**src/rtl/spram_arbiter_if.sv**
```systemverilog
// One requester port of the SPRAM arbiter: request/command in, grant and
// read-return strobe out. rdata is the shared memory output, qualified by rvalid.
interface spram_arbiter_if #(
    parameter int ADDR_W = 15,
    parameter int DATA_W = 8
);
    logic              req;
    logic              we;
    logic [ADDR_W-1:0] addr;
    logic [DATA_W-1:0] wdata;
    logic              gnt;
    logic              rvalid;
    logic [DATA_W-1:0] rdata;

    modport master (output req, we, addr, wdata, input gnt, rvalid, rdata);
    modport slave  (input req, we, addr, wdata, output gnt, rvalid, rdata);
endinterface

```
**src/rtl/spram_arbiter.sv**
```systemverilog
// Two-port weighted round-robin arbiter in front of a single-port byte SPRAM
// with a registered command stage and per-port read-valid return.
module spram_arbiter #(
    parameter int ADDR_W    = 15,
    parameter int DATA_W    = 8,
    parameter int MAX_BURST = 4
) (
    input  logic                clk,
    input  logic                rst,
    spram_arbiter_if.slave      p0,
    spram_arbiter_if.slave      p1,
    output logic [ADDR_W-1:0]   mem_addr,
    output logic                mem_write,
    output logic [DATA_W-1:0]   mem_data_in,
    input  logic [DATA_W-1:0]   mem_data_out
);
    localparam int BW = $clog2(MAX_BURST + 1);
    localparam logic [BW-1:0] BURST_MAX = BW'(MAX_BURST);

    logic              owner_q, owner_d;
    logic [BW-1:0]     burst_q, burst_d;
    logic [ADDR_W-1:0] mem_addr_q, mem_addr_d;
    logic [DATA_W-1:0] mem_data_q, mem_data_d;
    logic              mem_write_q, mem_write_d;
    logic              rd_vld_q, rd_vld_d;
    logic              rd_port_q, rd_port_d;
    logic [1:0]        rvalid_q, rvalid_d;

    logic [1:0]        gnt;
    logic              pick, hs, hs_port, sel_we;
    logic [ADDR_W-1:0] sel_addr;
    logic [DATA_W-1:0] sel_wdata;

    // Under contention the owner keeps the bus until its burst is used up.
    always_comb begin
        gnt  = '0;
        pick = 1'b0;
        if (!rst) begin
            if (p0.req && p1.req) begin
                pick      = (burst_q < BURST_MAX) ? owner_q : ~owner_q;
                gnt[pick] = 1'b1;
            end else begin
                gnt[0] = p0.req;
                gnt[1] = p1.req;
            end
        end
    end

    assign hs        = |gnt;
    assign hs_port   = gnt[1];
    assign sel_we    = hs_port ? p1.we    : p0.we;
    assign sel_addr  = hs_port ? p1.addr  : p0.addr;
    assign sel_wdata = hs_port ? p1.wdata : p0.wdata;

    always_comb begin
        owner_d     = owner_q;
        burst_d     = burst_q;
        mem_addr_d  = mem_addr_q;
        mem_data_d  = mem_data_q;
        mem_write_d = 1'b0;
        rd_vld_d    = 1'b0;
        rd_port_d   = rd_port_q;
        rvalid_d    = '0;
        if (hs) begin
            if (hs_port == owner_q) begin
                if (burst_q < BURST_MAX) burst_d = burst_q + 1'b1;
            end else begin
                owner_d = hs_port;
                burst_d = BW'(1);
            end
            mem_addr_d  = sel_addr;
            mem_data_d  = sel_wdata;
            mem_write_d = sel_we;
            rd_vld_d    = ~sel_we;
            rd_port_d   = hs_port;
        end
        // Memory output is valid the cycle after the command is presented.
        rvalid_d[rd_port_q] = rd_vld_q;
    end

    always_ff @(posedge clk) begin
        if (rst) begin
            owner_q     <= 1'b1;
            burst_q     <= BURST_MAX;
            mem_addr_q  <= '0;
            mem_data_q  <= '0;
            mem_write_q <= 1'b0;
            rd_vld_q    <= 1'b0;
            rd_port_q   <= 1'b0;
            rvalid_q    <= '0;
        end else begin
            owner_q     <= owner_d;
            burst_q     <= burst_d;
            mem_addr_q  <= mem_addr_d;
            mem_data_q  <= mem_data_d;
            mem_write_q <= mem_write_d;
            rd_vld_q    <= rd_vld_d;
            rd_port_q   <= rd_port_d;
            rvalid_q    <= rvalid_d;
        end
    end

    assign p0.gnt      = gnt[0];
    assign p1.gnt      = gnt[1];
    assign p0.rvalid   = rvalid_q[0];
    assign p1.rvalid   = rvalid_q[1];
    assign p0.rdata    = mem_data_out;
    assign p1.rdata    = mem_data_out;
    assign mem_addr    = mem_addr_q;
    assign mem_write   = mem_write_q;
    assign mem_data_in = mem_data_q;
endmodule

```
**src/flat_wrapper.sv**
```systemverilog
// flat-port wrapper written by rule: the top's interface ports become plain ports
module spram_arbiter_flat 
#(
    parameter int ADDR_W    = 15,
    parameter int DATA_W    = 8,
    parameter int MAX_BURST = 4
)
  (clk, rst, mem_addr, mem_write, mem_data_in, mem_data_out, p0_req, p0_we, p0_addr, p0_wdata, p0_gnt, p0_rvalid, p0_rdata, p1_req, p1_we, p1_addr, p1_wdata, p1_gnt, p1_rvalid, p1_rdata);
  spram_arbiter_if #(.ADDR_W(ADDR_W), .DATA_W(DATA_W)) p0_i ();
  spram_arbiter_if #(.ADDR_W(ADDR_W), .DATA_W(DATA_W)) p1_i ();
  input  logic clk;
  input  logic rst;
  output logic [ADDR_W-1:0] mem_addr;
  output logic mem_write;
  output logic [DATA_W-1:0] mem_data_in;
  input  logic [DATA_W-1:0] mem_data_out;
  input wire logic [$bits(p0_i.req)-1:0] p0_req;
  input wire logic [$bits(p0_i.we)-1:0] p0_we;
  input wire logic [$bits(p0_i.addr)-1:0] p0_addr;
  input wire logic [$bits(p0_i.wdata)-1:0] p0_wdata;
  output wire logic [$bits(p0_i.gnt)-1:0] p0_gnt;
  output wire logic [$bits(p0_i.rvalid)-1:0] p0_rvalid;
  output wire logic [$bits(p0_i.rdata)-1:0] p0_rdata;
  input wire logic [$bits(p1_i.req)-1:0] p1_req;
  input wire logic [$bits(p1_i.we)-1:0] p1_we;
  input wire logic [$bits(p1_i.addr)-1:0] p1_addr;
  input wire logic [$bits(p1_i.wdata)-1:0] p1_wdata;
  output wire logic [$bits(p1_i.gnt)-1:0] p1_gnt;
  output wire logic [$bits(p1_i.rvalid)-1:0] p1_rvalid;
  output wire logic [$bits(p1_i.rdata)-1:0] p1_rdata;
  assign p0_i.req = p0_req;
  assign p0_i.we = p0_we;
  assign p0_i.addr = p0_addr;
  assign p0_i.wdata = p0_wdata;
  assign p0_gnt = p0_i.gnt;
  assign p0_rvalid = p0_i.rvalid;
  assign p0_rdata = p0_i.rdata;
  assign p1_i.req = p1_req;
  assign p1_i.we = p1_we;
  assign p1_i.addr = p1_addr;
  assign p1_i.wdata = p1_wdata;
  assign p1_gnt = p1_i.gnt;
  assign p1_rvalid = p1_i.rvalid;
  assign p1_rdata = p1_i.rdata;
  spram_arbiter #(.ADDR_W(ADDR_W), .DATA_W(DATA_W), .MAX_BURST(MAX_BURST)) u_core (.clk(clk), .rst(rst), .p0(p0_i), .p1(p1_i), .mem_addr(mem_addr), .mem_write(mem_write), .mem_data_in(mem_data_in), .mem_data_out(mem_data_out));
endmodule
```
**config.mk**
```make
export PLATFORM = sky130hd
export DESIGN_NAME = spram_arbiter_flat
export DESIGN_NICKNAME = d
export VERILOG_FILES = /design/src/rtl/spram_arbiter_if.sv /design/src/rtl/spram_arbiter.sv /design/src/flat_wrapper.sv
export SDC_FILE = /design/constraint.sdc
export NUM_CORES = 1
export LEC_CHECK = 0
export CAP_MARGIN = 20
export CORE_MARGIN = 2
export CORE_UTILIZATION = 43
export CTS_CLUSTER_DIAMETER = 120
export CTS_CLUSTER_SIZE = 28
export DETAILED_ROUTE_END_ITERATION = 12
export GPL_TIMING_DRIVEN = 0
export PLACE_DENSITY = 0.92
export SLEW_MARGIN = 5
export SYNTH_ARGS = -nofsm -noshare
export SYNTH_HDL_FRONTEND = slang
export SYNTH_SLANG_ARGS = --single-unit
```
**constraint.sdc**
```tcl
create_clock -name clk -period 2.2 [get_ports clk]
set_clock_uncertainty 0.2 [all_clocks]
set_input_delay 0.55 -clock clk [delete_from_list [all_inputs] [get_ports clk]]
set_output_delay 0.55 -clock clk [all_outputs]
set_load 0.01 [all_outputs]
```
==> results.md, run 1 <==
- Via-to-Cell Ratio: 5.59
- Total track usage: 0.218
- Number of global-route vias before repair: 2320
- Crit start category: flip-flop
- Combinational share of power: 0.359
- Final Cycle Share: 0.946
- Worst skew pair latency: 280 ps
- Initial drt markers: 214
- Top FF cell, synth: dfxtp_1
- CP startpoint: u_core.burst_q[2]$_SDFFE_PP1P_
- Max-cap viol count: 0
- Post-synthesis sequential area ratio: 0.260
- Wire length per cell: 16.3 um
- Cells on worst reg2reg path: 6
- Critical path cell sequence: buf_4 > xor2_4 > a211oi_2 > buf_2
- # fillers: 446
- RR Endpoint: u_core.mem_addr[7]$_SDFFE_PP0P_
- Largest buffer count on any clock path: 2
- Antenna Nets Post-Route: 0
- Synth top area share: 0.260
- Number of diodes: 0
- Count leader, synth: nor3b_1
- Die footprint: 6340 um^2
- PortBufs: 92
- Yosys top cell by area: dfxtp_1
- Die Y: 79.7 um
- Switching part of the total: 0.283
- Yosys cell types: 29
- Fin worst setup slack: 119 ps
- DRC viols: 0
- Initial Util: 0.447
- Die Width: 79.7 um
- Setup TNS: 0 ps
- Seq pwr share: 0.344
- Final Hold Vio Count: 0
- Worst Hold Class: flip-flop to flip-flop
- Post-Syn Area: 2460 um^2
- Clock sink total: 32
- Hold Slack: 246 ps
- GPL Wtd Cong: 0.748
- Router iterations before antenna repair: 4
- Mapped Avg Cell Area: 9.77 um^2
- Psw: 0.000541 W
- Post-DP HPWL: 5.00 mm
- Total core area: 5510 um^2
- Status: completed
- Critical path class: flip-flop to output pin
- Syn_nets: 313
- Area Overhead vs Synth: 46.6%
- Top cells by area, synth: dfxtp_1 26%, nor3b_1 14%, mux2_2 14%
- Worst ir drop on vdd: 0.271 mV
- Clock transition at path regs: 70 ps
- Slew margin rel.: 0.505
- H-tree levels: 2
- Final setup fails: 0
- CTS tree: built
- Seq cells post-synth: 32
- LEAKAGE: 1.38 nW
- CTS Buf Count: 5
- Maximum fanout along the worst path: 9
- Required time of the critical path: 1450 ps
- Num ports: 104
- Pwr/cell area: 529 nW/um^2
- Num rows: 27
- Clock root buffer: clkbuf_8
- Worst-Margin Slew: 743 ps
- Reg2Reg Setup Slack: 370 ps
- Slew Limit Fails: 0
- DRT Wirelength: 6.95 mm
- CP Capture Type: output pin
- RSZ-0062 raised after global routing: false
- Reg-to-reg critical path startpoint: u_core.burst_q[2]$_SDFFE_PP1P_
- Internal Power: 0.00137 W
- Slowest CP cell: dfxtp_1
- Max stage delay on crit path: 300 ps
- Remaining global-route overflow: 0
- Mapped Cells: 252
- Clk pwr share: 0.297
- Largest net degree at the start of global routing: 20
- Tmin final: 2080 ps
- Worst Setup EP: p0_gnt
- Setup slack at placement: -542 ps
- Post-synth EDFFs: 0
- Share of cells above drive strength 1: 0.314
- Fin nets: 413
- Ys async rst share: 0
- First-pass GRT wire length: 10.9 mm
- Max Clk Rate: 481 MHz
- Initial antenna violation count: 0
- Post-CTS Hold Buffers: 0
- Worst EP arrival: 1330 ps
- Vias: 2376
- Top cells by count, synth: 47 x nor3b_1, 32 x dfxtp_1, 30 x mux2_2, 23 x o22ai_1, 19 x buf_4
- Yosys warning total: 0
==> area by class of cell <==
class	count	area [um^2]	share of cell area
multi-input combinational	174	1540	0.428
timing repair buffer	98	956	0.265
sequential	32	641	0.178
buffer	39	264	0.0732
tap	72	90.1	0.0250
clock buffer	6	72.6	0.0201
clock inverter	2	35.0	0.00971
inverter	2	7.51	0.00208
==> critical path, delay by kind of cell (launching register included) <==
kind	cells	cell delay [ps]
AOI/OAI and AO/OA	1	220
buffers and inverters	2	330
xor gates and xnor gates	1	200
DFF	1	300
==> kinds of logic (layout without fill, tap and decap cells) <==
family                     count (synthesis)  in the layout  synth area share
AOI/OAI and AO/OA                         41             41             0.105
xor gates and xnor gates                   2              2            0.0147
adders and majority gates                  1              1           0.00508
buffers and inverters                     46            147             0.115
DFF                                       32             32             0.260
muxes                                     49             49             0.252
and+or+nand+nor                           81             81             0.248
==> per-stage QoR <==
stage          instance area, um^2  utilization  std cells  total power, W
2_1_floorplan                 2460            -        252         0.00106
3_3_place_gp                  3470        0.631        416         0.00133
3_5_place_dp                  3470        0.631        416         0.00134
4_1_cts                       3580        0.650        422         0.00191
5_1_grt                       3610        0.655        425         0.00200
6_report                      3610        0.655        425         0.00191
==> state kept, by name, indices dropped and copies added (netlist names) <==
signal / cells
u_core.mem_write: 1
u_core.mem_data_in: 8
u_core.burst_q: 3
u_core.rd_vld_q: 1
u_core.mem_addr: 15
u_core.rd_port_q: 1
u_core.rvalid_q: 2
u_core.owner_q: 1
==> per-layer routing <==
layer | share of wire | track usage | wire, um
met4 | 0.015 | 0.0759 | 102
met2 | 0.51 | 0.361 | 3520
met5 | 0 | 0 | 0
met3 | 0.061 | 0.0475 | 422
met1 | 0.42 | 0.278 | 2900
==> worst min path at each step <==
stage | depth (start not counted) | slack (ps) | startpoint | to
6_report | 1 | 250 | u_core.rd_port_q$_SDFFE_PP0P_ | u_core.rvalid_q[0]$_SDFF_PP0_
5_1_grt | 1 | 260 | u_core.rd_port_q$_SDFFE_PP0P_ | u_core.rvalid_q[0]$_SDFF_PP0_
4_1_cts | 1 | 250 | u_core.rd_port_q$_SDFFE_PP0P_ | u_core.rvalid_q[0]$_SDFF_PP0_
3_5_place_dp | 1 | 240 | u_core.rd_port_q$_SDFFE_PP0P_ | u_core.rvalid_q[0]$_SDFF_PP0_
3_3_place_gp | 1 | 230 | u_core.rd_port_q$_SDFFE_PP0P_ | u_core.rvalid_q[0]$_SDFF_PP0_
2_1_floorplan | 1 | 210 | u_core.rd_port_q$_SDFFE_PP0P_ | u_core.rvalid_q[0]$_SDFF_PP0_
==> power groups by stage <==
stage                     Combinational, W  Sequential, W  Clock [W]
final                             0.000685       0.000657   0.000566
after detailed placement          0.000672       0.000670          0
after global placement            0.000658       0.000668          0
after floorplan                   0.000373       0.000686          0
after global routing              0.000730       0.000662   0.000605
after CTS                         0.000678       0.000657   0.000572
==> placed cells by master, fill, tap and decap left out, types with 4 or more instances in the layout <==
| cell | Yosys | routed |
|---|---|---|
| a21oi_1 | 7 | 7 |
| buf_2 | 13 | 11 |
| buf_4 | 19 | 24 |
| clkbuf_1 | 8 | 9 |
| clkbuf_8 | 0 | 5 |
| clkdlybuf4s50_1 | 0 | 90 |
| dfxtp_1 | 32 | 32 |
| mux2_2 | 30 | 30 |
| mux2_4 | 16 | 16 |
| nand2_1 | 4 | 4 |
| nand2b_1 | 4 | 4 |
| nor3_1 | 7 | 7 |
| nor3_2 | 16 | 16 |
| nor3b_1 | 47 | 47 |
| o22ai_1 | 23 | 23 |
==> what timing repair did <==
| item | in CTS | in global routing |
|---|---|---|
| pin swaps | 1 | 1 |
| resized for setup | 11 | 5 |
| endpoints found under the setup margin | 2 | 2 |
| buffers inserted | 2 | 4 |
Power figures use the tool's default switching activity.
==> inputs of run 2 (changes only) <==
--- a/config.mk
+++ b/config.mk
@@ -5,6 +5,7 @@
 export SDC_FILE = /design/constraint.sdc
 export NUM_CORES = 1
 export LEC_CHECK = 0
+export ABC_CLOCK_PERIOD_IN_PS = 2200
 export CAP_MARGIN = 20
 export CORE_MARGIN = 2
 export CORE_UTILIZATION = 43
==> results of run 2 <==
No change in the layout: final DEF, timing and power equal those of run 1.
